`src/rtl/mac_if.sv`:
```
// Product-in / sum-out handshake bundle for mac_accumulator.
// master = producer/consumer side, slave = the accumulator.
interface mac_if #(
  parameter int PROD_W = 64,
  parameter int ACC_W  = 72,
  parameter int CNT_W  = 16
);
  logic              in_valid;
  logic              in_ready;
  logic [PROD_W-1:0] product;
  logic              in_last;
  logic              out_valid;
  logic              out_ready;
  logic [ACC_W-1:0]  acc_out;
  logic              overflow;
  logic [CNT_W-1:0]  beat_count;

  modport master (
    output in_valid, product, in_last, out_ready,
    input  in_ready, out_valid, acc_out, overflow, beat_count
  );

  modport slave (
    input  in_valid, product, in_last, out_ready,
    output in_ready, out_valid, acc_out, overflow, beat_count
  );
endinterface

```
`src/rtl/mac_accumulator.sv`:
```
// Signed multiply-accumulate back end: sums sign-extended products into a
// wider accumulator, flags signed overflow (sticky), optionally saturates,
// and holds the finished sum on a valid/ready port until it is taken.
module mac_accumulator #(
  parameter int PROD_W   = 64,
  parameter int ACC_W    = 72,
  parameter int CNT_W    = 16,
  parameter bit SATURATE = 1'b1
) (
  input  logic  clk,
  input  logic  rst_n,
  input  logic  clear,
  mac_if.slave  bus
);

  typedef enum logic {ACC, OUT} state_t;

  localparam logic [ACC_W-1:0] ACC_MAX = {1'b0, {(ACC_W-1){1'b1}}};
  localparam logic [ACC_W-1:0] ACC_MIN = {1'b1, {(ACC_W-1){1'b0}}};

  state_t            state, state_nxt;
  logic [ACC_W-1:0]  acc, acc_nxt;
  logic [ACC_W-1:0]  ext, sum;
  logic [CNT_W-1:0]  cnt, cnt_nxt;
  logic              ovf, ovf_nxt;
  logic              add_ovf;
  logic              accept;

  // Sign-extend the product up to accumulator width.
  generate
    if (ACC_W > PROD_W) begin : g_ext
      assign ext = {{(ACC_W-PROD_W){bus.product[PROD_W-1]}}, bus.product};
    end else begin : g_noext
      assign ext = bus.product;
    end
  endgenerate

  assign accept  = bus.in_valid && (state == ACC);
  assign sum     = acc + ext;
  // Same-sign operands producing an opposite-sign result is a signed overflow.
  assign add_ovf = (acc[ACC_W-1] == ext[ACC_W-1]) && (sum[ACC_W-1] != acc[ACC_W-1]);

  // State and datapath registers; async reset to an empty sum.
  always_ff @(posedge clk or negedge rst_n) begin
    if (!rst_n) begin
      state <= ACC;
      acc   <= '0;
      cnt   <= '0;
      ovf   <= 1'b0;
    end else begin
      state <= state_nxt;
      acc   <= acc_nxt;
      cnt   <= cnt_nxt;
      ovf   <= ovf_nxt;
    end
  end

  // Next state: accumulate in ACC, hold in OUT until taken; clear overrides all.
  always_comb begin
    state_nxt = state;
    acc_nxt   = acc;
    cnt_nxt   = cnt;
    ovf_nxt   = ovf;
    case (state)
      ACC: begin
        if (accept) begin
          cnt_nxt = (cnt == '1) ? cnt : cnt + CNT_W'(1);
          acc_nxt = sum;
          if (add_ovf) begin
            ovf_nxt = 1'b1;
            // Operand sign tells which rail we ran past.
            if (SATURATE) acc_nxt = acc[ACC_W-1] ? ACC_MIN : ACC_MAX;
          end
          if (bus.in_last) state_nxt = OUT;
        end
      end
      OUT: begin
        if (bus.out_ready) begin
          state_nxt = ACC;
          acc_nxt   = '0;
          cnt_nxt   = '0;
          ovf_nxt   = 1'b0;
        end
      end
      default: state_nxt = ACC;
    endcase
    if (clear) begin
      state_nxt = ACC;
      acc_nxt   = '0;
      cnt_nxt   = '0;
      ovf_nxt   = 1'b0;
    end
  end

  // All outputs come straight from flops (state decode only).
  assign bus.in_ready   = (state == ACC);
  assign bus.out_valid  = (state == OUT);
  assign bus.acc_out    = acc;
  assign bus.overflow   = ovf;
  assign bus.beat_count = cnt;

endmodule
```
`src/flat_wrapper.sv`:
```
// flat-port wrapper written by rule: the top's interface ports become plain ports
module mac_accumulator_flat 
#(
  parameter int PROD_W   = 64,
  parameter int ACC_W    = 72,
  parameter int CNT_W    = 16,
  parameter bit SATURATE = 1'b1
)
  (clk, rst_n, clear, bus_in_valid, bus_product, bus_in_last, bus_out_ready, bus_in_ready, bus_out_valid, bus_acc_out, bus_overflow, bus_beat_count);
  mac_if #(.PROD_W(PROD_W), .ACC_W(ACC_W), .CNT_W(CNT_W)) bus_i ();
  input  logic clk;
  input  logic rst_n;
  input  logic clear;
  input wire logic [$bits(bus_i.in_valid)-1:0] bus_in_valid;
  input wire logic [$bits(bus_i.product)-1:0] bus_product;
  input wire logic [$bits(bus_i.in_last)-1:0] bus_in_last;
  input wire logic [$bits(bus_i.out_ready)-1:0] bus_out_ready;
  output wire logic [$bits(bus_i.in_ready)-1:0] bus_in_ready;
  output wire logic [$bits(bus_i.out_valid)-1:0] bus_out_valid;
  output wire logic [$bits(bus_i.acc_out)-1:0] bus_acc_out;
  output wire logic [$bits(bus_i.overflow)-1:0] bus_overflow;
  output wire logic [$bits(bus_i.beat_count)-1:0] bus_beat_count;
  assign bus_i.in_valid = bus_in_valid;
  assign bus_i.product = bus_product;
  assign bus_i.in_last = bus_in_last;
  assign bus_i.out_ready = bus_out_ready;
  assign bus_in_ready = bus_i.in_ready;
  assign bus_out_valid = bus_i.out_valid;
  assign bus_acc_out = bus_i.acc_out;
  assign bus_overflow = bus_i.overflow;
  assign bus_beat_count = bus_i.beat_count;
  mac_accumulator #(.PROD_W(PROD_W), .ACC_W(ACC_W), .CNT_W(CNT_W), .SATURATE(SATURATE)) u_core (.clk(clk), .rst_n(rst_n), .clear(clear), .bus(bus_i));
endmodule
```
`config.mk`:
```
export PLATFORM = sky130hd
export DESIGN_NAME = mac_accumulator_flat
export DESIGN_NICKNAME = d
export VERILOG_FILES = /design/src/rtl/mac_if.sv /design/src/rtl/mac_accumulator.sv /design/src/flat_wrapper.sv
export SDC_FILE = /design/constraint.sdc
export NUM_CORES = 1
export LEC_CHECK = 0
export BUFFER_PORTS_ARGS = -buffer_cell sky130_fd_sc_hd__buf_2
export CORE_MARGIN = 2
export CORE_UTILIZATION = 52
export DETAILED_ROUTE_END_ITERATION = 16
export PLACE_DENSITY = 0.84
export SLEW_MARGIN = 30
export SYNTH_ARGS = -nofsm -noshare
export SYNTH_HDL_FRONTEND = slang
export SYNTH_SLANG_ARGS = --single-unit
```
`constraint.sdc`:
```
create_clock -name clk -period 3.15 [get_ports clk]
set_input_delay 0.945 -clock clk [delete_from_list [all_inputs] [get_ports clk]]
set_output_delay 0.945 -clock clk [all_outputs]
set_load 0.02 [all_outputs]
```
## After elaboration in Yosys (flattened, before gate mapping)

Cells that the tools add are included.

| operators by class | value |
|---|---|
| reduce and logical (&&, ||, !) cells | 5 |
| multiplexer cells | 21 |
| eq/ne operators | 7 |
| bitwise logic cells | 1 |
| $add $sub $neg | 2 |

Operators with widths:

| operator | count |
|---|---|
| 72-bit two-way mux | 5 |
| 72-bit one-hot mux with 2 select lines | 1 |
| 72-bit adder | 1 |
| 16-bit two-way mux | 4 |
| 16-bit one-hot mux with 2 select lines | 1 |
| 16-bit by 1-bit adder with 16-bit output (second input constant) | 1 |
| 16-bit equality test (second input constant) | 1 |
| 1-bit two-way mux | 8 |
| 3-bit by 2-bit inequality test with 1-bit output (second input constant) | 2 |
| 3-bit inequality test (second input constant) | 2 |
| 3-bit AND reduction | 2 |
| 1-bit one-hot mux with 2 select lines | 2 |
| 1-bit logical AND | 2 |
| 2-bit AND reduction | 1 |
| 1-bit equality test | 1 |
| 1-bit inequality test | 1 |
| 1-bit inverter | 1 |

| storage, ports and cells | value |
|---|---|
| input port bits | 70 |
| output and inout bits | 91 |
| register bits after elaboration | 90 |

## Longest topological paths before layout

| depth | value |
|---|---|
| depth in word-level cells | 7 |
| depth in mapped cells | 15 |
| depth with buffers taken out | 13 |

## Worst setup path after synthesis

Ideal clock, no wire load.

| timing | value |
|---|---|
| path type | input-to-reg |
| start | input bus_product[27] |
| end | register u_core.acc[58], in the netlist u_core.bus.acc_out[58] |
| setup slack | -756 ps |
| cell stages on the path | 14 |
| data arrival time | 3837 ps |
| cell sequence | ha_1 buf_2 nand4_1 or4_1 or4_1 a21oi_2 nor3_2 o31ai_4 a211o_1 buf_6 nand2_4 buf_6 or3_1 nand3_1 |

| between the ends | value |
|---|---|
| longest elaborated chain between the ends | 7 |

RTL lines:

| element | RTL line | text |
|---|---|---|
| start, declared | flat_wrapper.sv:15 | `input wire logic [$bits(bus_i.product)-1:0] bus_product;` |
| 72-bit adder * | mac_accumulator.sv:39 | `assign sum = acc + ext;` |
| 1-bit inequality test | mac_accumulator.sv:41 | `assign add_ovf = (acc[ACC_W-1] == ext[ACC_W-1]) && (sum[ACC_W-1] != acc[ACC_W-1]);` |
| 1-bit logical AND | mac_accumulator.sv:41 |  |
| 72-bit two-way mux * | mac_accumulator.sv:69 | `if (add_ovf) begin` |
| 72-bit two-way mux * | mac_accumulator.sv:66 | `if (accept) begin` |
| 72-bit one-hot mux with 2 select lines * | mac_accumulator.sv:64 | `case (state)` |
| 72-bit two-way mux * | mac_accumulator.sv:87 | `if (clear) begin` |
| end signal, assigned | mac_accumulator.sv:52 | `acc <= acc_nxt;` |
| end, declared | mac_accumulator.sv:22 | `logic [ACC_W-1:0] acc, acc_nxt;` |

Mark *: on every way between the ends. The rest lies on a longest branch, timed or not. The select of a mux whose other input is x is not followed.
A chain may end at the register's enable or synchronous reset.

## Worst setup path after layout

| timing | value |
|---|---|
| start | input bus_product[30] |
| end | register u_core.ovf, in the netlist u_core.bus.overflow |

| between the ends | value |
|---|---|
| longest elaborated chain between the ends | 5 |

RTL lines:

| element | RTL line | text |
|---|---|---|
| 72-bit adder | mac_accumulator.sv:39 |  |
| 1-bit inequality test | mac_accumulator.sv:41 |  |
| 1-bit logical AND | mac_accumulator.sv:41 |  |
| 3-bit by 2-bit inequality test with 1-bit output (no source line) | - |  |
| 3-bit AND reduction (no source line) | - |  |
| end signal, assigned | mac_accumulator.sv:54 | `ovf <= ovf_nxt;` |
| end, declared | mac_accumulator.sv:25 | `logic ovf, ovf_nxt;` |

Every way passes these cells.

==> metrics.md <==
| Metric | Value |
|---|---|
| Status | `finished, violations left` |
| Violated checks | `setup timing` |
| Power Total | `0.00687 W` |
| Setup repair after global routing missed its margin | `yes` |
| Int Power | `0.00391 W` |
| Number of diodes | `0` |
| Worst-skew pair later-pin latency | `0.36 ns` |
| Max-cap violations | `0` |
| Worst Skew | `0.0155 ns` |
| Max-slew violations | `0` |
| Setup ws final | `-0.609 ns` |
| Area of the multi-input gates | `6140 µm²` |
| First-pass GRT wire length | `47.0 mm` |
| Fmax achieved | `266 MHz` |
| Worst R2R End | `u_core.bus.overflow` |
| Largest net degree at the start of global routing | `46` |
| GRT Total Usage | `34.9%` |
| Yosys cell types | `62` |
| Worst VDD drop | `0.333 mV` |
| Mapped Avg Cell Area | `7.66 µm²` |
| IO buf count | `160` |
| Hold Buf Count CTS | `0` |
| Seq/Total Area, Yosys | `27.3%` |
| Final WL | `32.1 mm` |
| TNS Setup | `-38.05 ns` |
| Clk network pwr share | `17.5%` |
| Switch share | `43.1%` |
| Final hold slack | `0.491 ns` |
| R2R cell count | `14` |
| CTS tree | `built` |
| DRC | `0` |
| Synth Flop Type | `dfrtp_1` |
| Arrival time at the worst endpoint | `4.03 ns` |
| P_leak | `6.57 nW` |
| CTS max path bufs | `2` |
| Worst-path fanout max | `6` |
| Post-layout util | `80.0%` |
| Endpoint class of the critical path | `flip-flop` |
| Vias in the first global route | `10100` |
| FILL cells | `1031` |
| Slew HR | `57.6%` |
| Vias per cell | `5.98` |
| Synth warn | `0` |
| Flip-flop and latch area | `2250 µm²` |
| Grt total ovfl | `0` |
| Crit Path Category | `in -> reg` |
| Combinational share of power | `61.1%` |
| Share of cells above drive strength 1 | `39.1%` |
| Initial antenna violation count | `0` |
| Final setup vio count | `73` |
| Setup WS pre-CTS | `-0.962 ns` |
| Vias | `10400` |
| CTS Buf Count | `9` |
| CTS sink cnt | `90` |
| Area grow syn2layout | `52.0%` |
| Core Box Area | `15700 µm²` |
| Post-Syn Nets | `1222` |
| IO Pins | `161` |
| Die extent in x | `130 µm` |
| Tcrit/Tclk final | `119%` |
| Die Area | `16900 µm²` |
| WP data required | `3.42 ns` |
| DR WL/cell | `18.4 µm` |
| Post-synth EDFFs | `0` |
| Root buf cell | `clkbuf_16` |
| TritonRoute pass-1 iters | `6` |
| Worst hold path class | `in -> async` |
| Final GP Congestion | `0.986` |
| Async set or reset register ratio after synthesis | `100%` |
| Post-detail-place hpwl | `22.2 mm` |
| Critical Path Start Type | `primary input` |
| NetSw | `0.00296 W` |
| R2R Setup Slk | `-0.39 ns` |
| H-tree depth | `3` |
| Part of the power in registers | `21.4%` |
| Rows | `46` |
| Initial core utilization | `52.6%` |
| Synth Register Bits | `90` |
| Die Y | `130 µm` |
| Fin. Hold Viols | `0` |
| CTS clk-pin slew, worst paths | `0.08 ns` |
| Critical R2R Launch | `u_core.bus.acc_out[29]` |
| Nets | `1665` |
| Routed Antenna Nets | `0` |
| Pwr dens | `547 nW/µm²` |
| Worst Max-Slew Pin Slew | `0.630 ns` |
| Post-layout min period | `3.76 ns` |
| Synth Instances | `1079` |
| Post-Syn Area | `8260 µm²` |
| Initial DRC Count | `1122` |
==> metal layers <==
layer | GRT usage, % | vias up | routed length, µm
li1 | - | 4795 | -
met1 | 42.4 | 4886 | 12500
met2 | 60.5 | 601 | 15800
met3 | 5.99 | 145 | 2550
met4 | 15.7 | 0 | 1240
met5 | 0 | - | 0
==> Yosys cell counts (3+ instances only) <==
library cell | number | area (µm²)
o21ai_1 | 8 | 40.0
nand3b_1 | 8 | 60.1
nor2_1 | 66 | 248
and3_1 | 13 | 81.3
nand3_1 | 32 | 160
a21boi_0 | 7 | 52.6
a31oi_1 | 10 | 62.6
and2_1 | 9 | 56.3
a221o_1 | 5 | 50.1
a21oi_1 | 116 | 581
a41oi_1 | 3 | 26.3
a21o_1 | 35 | 263
a211o_1 | 5 | 43.8
o2111ai_1 | 6 | 52.6
xnor2_1 | 41 | 359
o21a_1 | 11 | 82.6
nor2b_1 | 12 | 75.1
dfrtp_1 | 90 | 2250
xor2_1 | 24 | 210
o21ai_0 | 101 | 505
a221oi_1 | 3 | 26.3
or3_1 | 6 | 37.5
nand2_1 | 189 | 709
or2_2 | 3 | 18.8
ha_1 | 72 | 901
buf_2 | 6 | 30.0
o21bai_1 | 15 | 113
buf_4 | 10 | 75.1
o211ai_1 | 5 | 37.5
inv_1 | 27 | 101
nand2b_1 | 6 | 37.5
nor3_1 | 16 | 80.1
clkbuf_1 | 35 | 131
and4_1 | 5 | 43.8
a211oi_1 | 9 | 67.6
nand4_1 | 22 | 138
o31ai_1 | 8 | 60.1
==> registers in the layout, summed over array words and instances (netlist names) <==
register,count
u_core.bus.acc_out,72
u_core.bus.beat_count,16
u_core.bus.out_valid,1
u_core.bus.overflow,1
==> logic make-up after synthesis <==
kind of cell | synth area share, %
adders and majority gates | 11.1
muxes | 0.394
DFF | 27.3
and+or+nand+nor | 22.1
xor gates and xnor gates | 6.89
AOI/OAI and AO/OA | 27.7
buffers and inverters | 4.48
==> through the flow <==
step	cell area (µm²)	cells
after detailed placement	11500	1709
after CTS	12100	1733
after global placement	11500	1709
final	12600	1743
after floorplan	8460	1079
after global routing	12600	1743
==> cell type report <==
class	instances	share of cell area, %
Clock inverter	6	0.598
Inverter	27	0.807
Clock buffer	10	1.90
Timing Repair Buffer	486	27.7
Multi-Input combinational cell	908	48.9
Tap cell	216	2.15
Sequential cell	90	17.9
==> worst max-delay path by stage <==
| stage | startpoint | end | slack, ns | depth (start not counted) |
|---|---|---|---|---|
| detailed placement | bus_product[28] | u_core.bus.overflow | -0.96 | 14 |
| global placement | bus_product[30] | u_core.bus.overflow | -0.85 | 14 |
| CTS | bus_product[28] | u_core.bus.acc_out[15] | -0.54 | 15 |
| floorplan | bus_product[28] | u_core.bus.acc_out[58] | -0.66 | 14 |
| finish | bus_product[30] | u_core.bus.overflow | -0.61 | 15 |
| global route | bus_product[23] | u_core.bus.acc_out[4] | -0.65 | 15 |
==> what timing repair did <==
action | in CTS | in global routing
setup buffers | 5 | 8
gates cloned | 3 | 3
pin swaps | 9 | 18
endpoints found under the hold margin | 0 | 0
endpoints found under the setup margin | 73 | 73
resized for setup | 40 | 95
==> worst max-delay path, stage by stage <==
cell and delay, ns:
buf_6 0.10, ha_4 0.26, nand4_1 0.16, or4_4 0.59, or4_4 0.44, a21oi_4 0.14, nor3_4 0.06, o31ai_4 0.29
buf_6 0.16, a21oi_4 0.05, o31ai_4 0.23, buf_12 0.20, buf_12 0.15, a21oi_2 0.06, a211oi_2 0.18
==> power by group through the flow <==
stage               sequential [W]  clock, W  combinational (W)
floorplan                  0.00169         0            0.00184
global placement           0.00147         0            0.00356
detailed placement         0.00148         0            0.00364
CTS                        0.00146   0.00120            0.00380
global route               0.00149   0.00124            0.00448
finish                     0.00147   0.00120            0.00420
==> cell usage in the layout (no fill, tap or decap), types with 7 or more instances in the layout <==
master	synthesis	routed
buf_4	10	309
nand2_1	189	188
buf_2	6	155
a21oi_1	116	105
dfrtp_1	90	90
ha_1	72	66
nor2_1	66	65
o21ai_0	101	43
xnor2_1	41	41
o21ai_2	0	39
a21o_1	35	35
nand3_1	32	31
inv_1	27	27
xor2_1	24	24
nand4_1	22	22
o21ai_1	8	21
o21bai_1	15	15
nor3_1	16	13
and3_1	13	13
nor2b_1	12	11
o21a_1	11	11
clkbuf_16	0	11
a21oi_2	2	10
buf_6	2	10
a211oi_1	9	9
nand3b_1	8	8
and2_1	9	8
a31oi_1	10	8
buf_12	0	7
(Power assumes the default switching activity.)
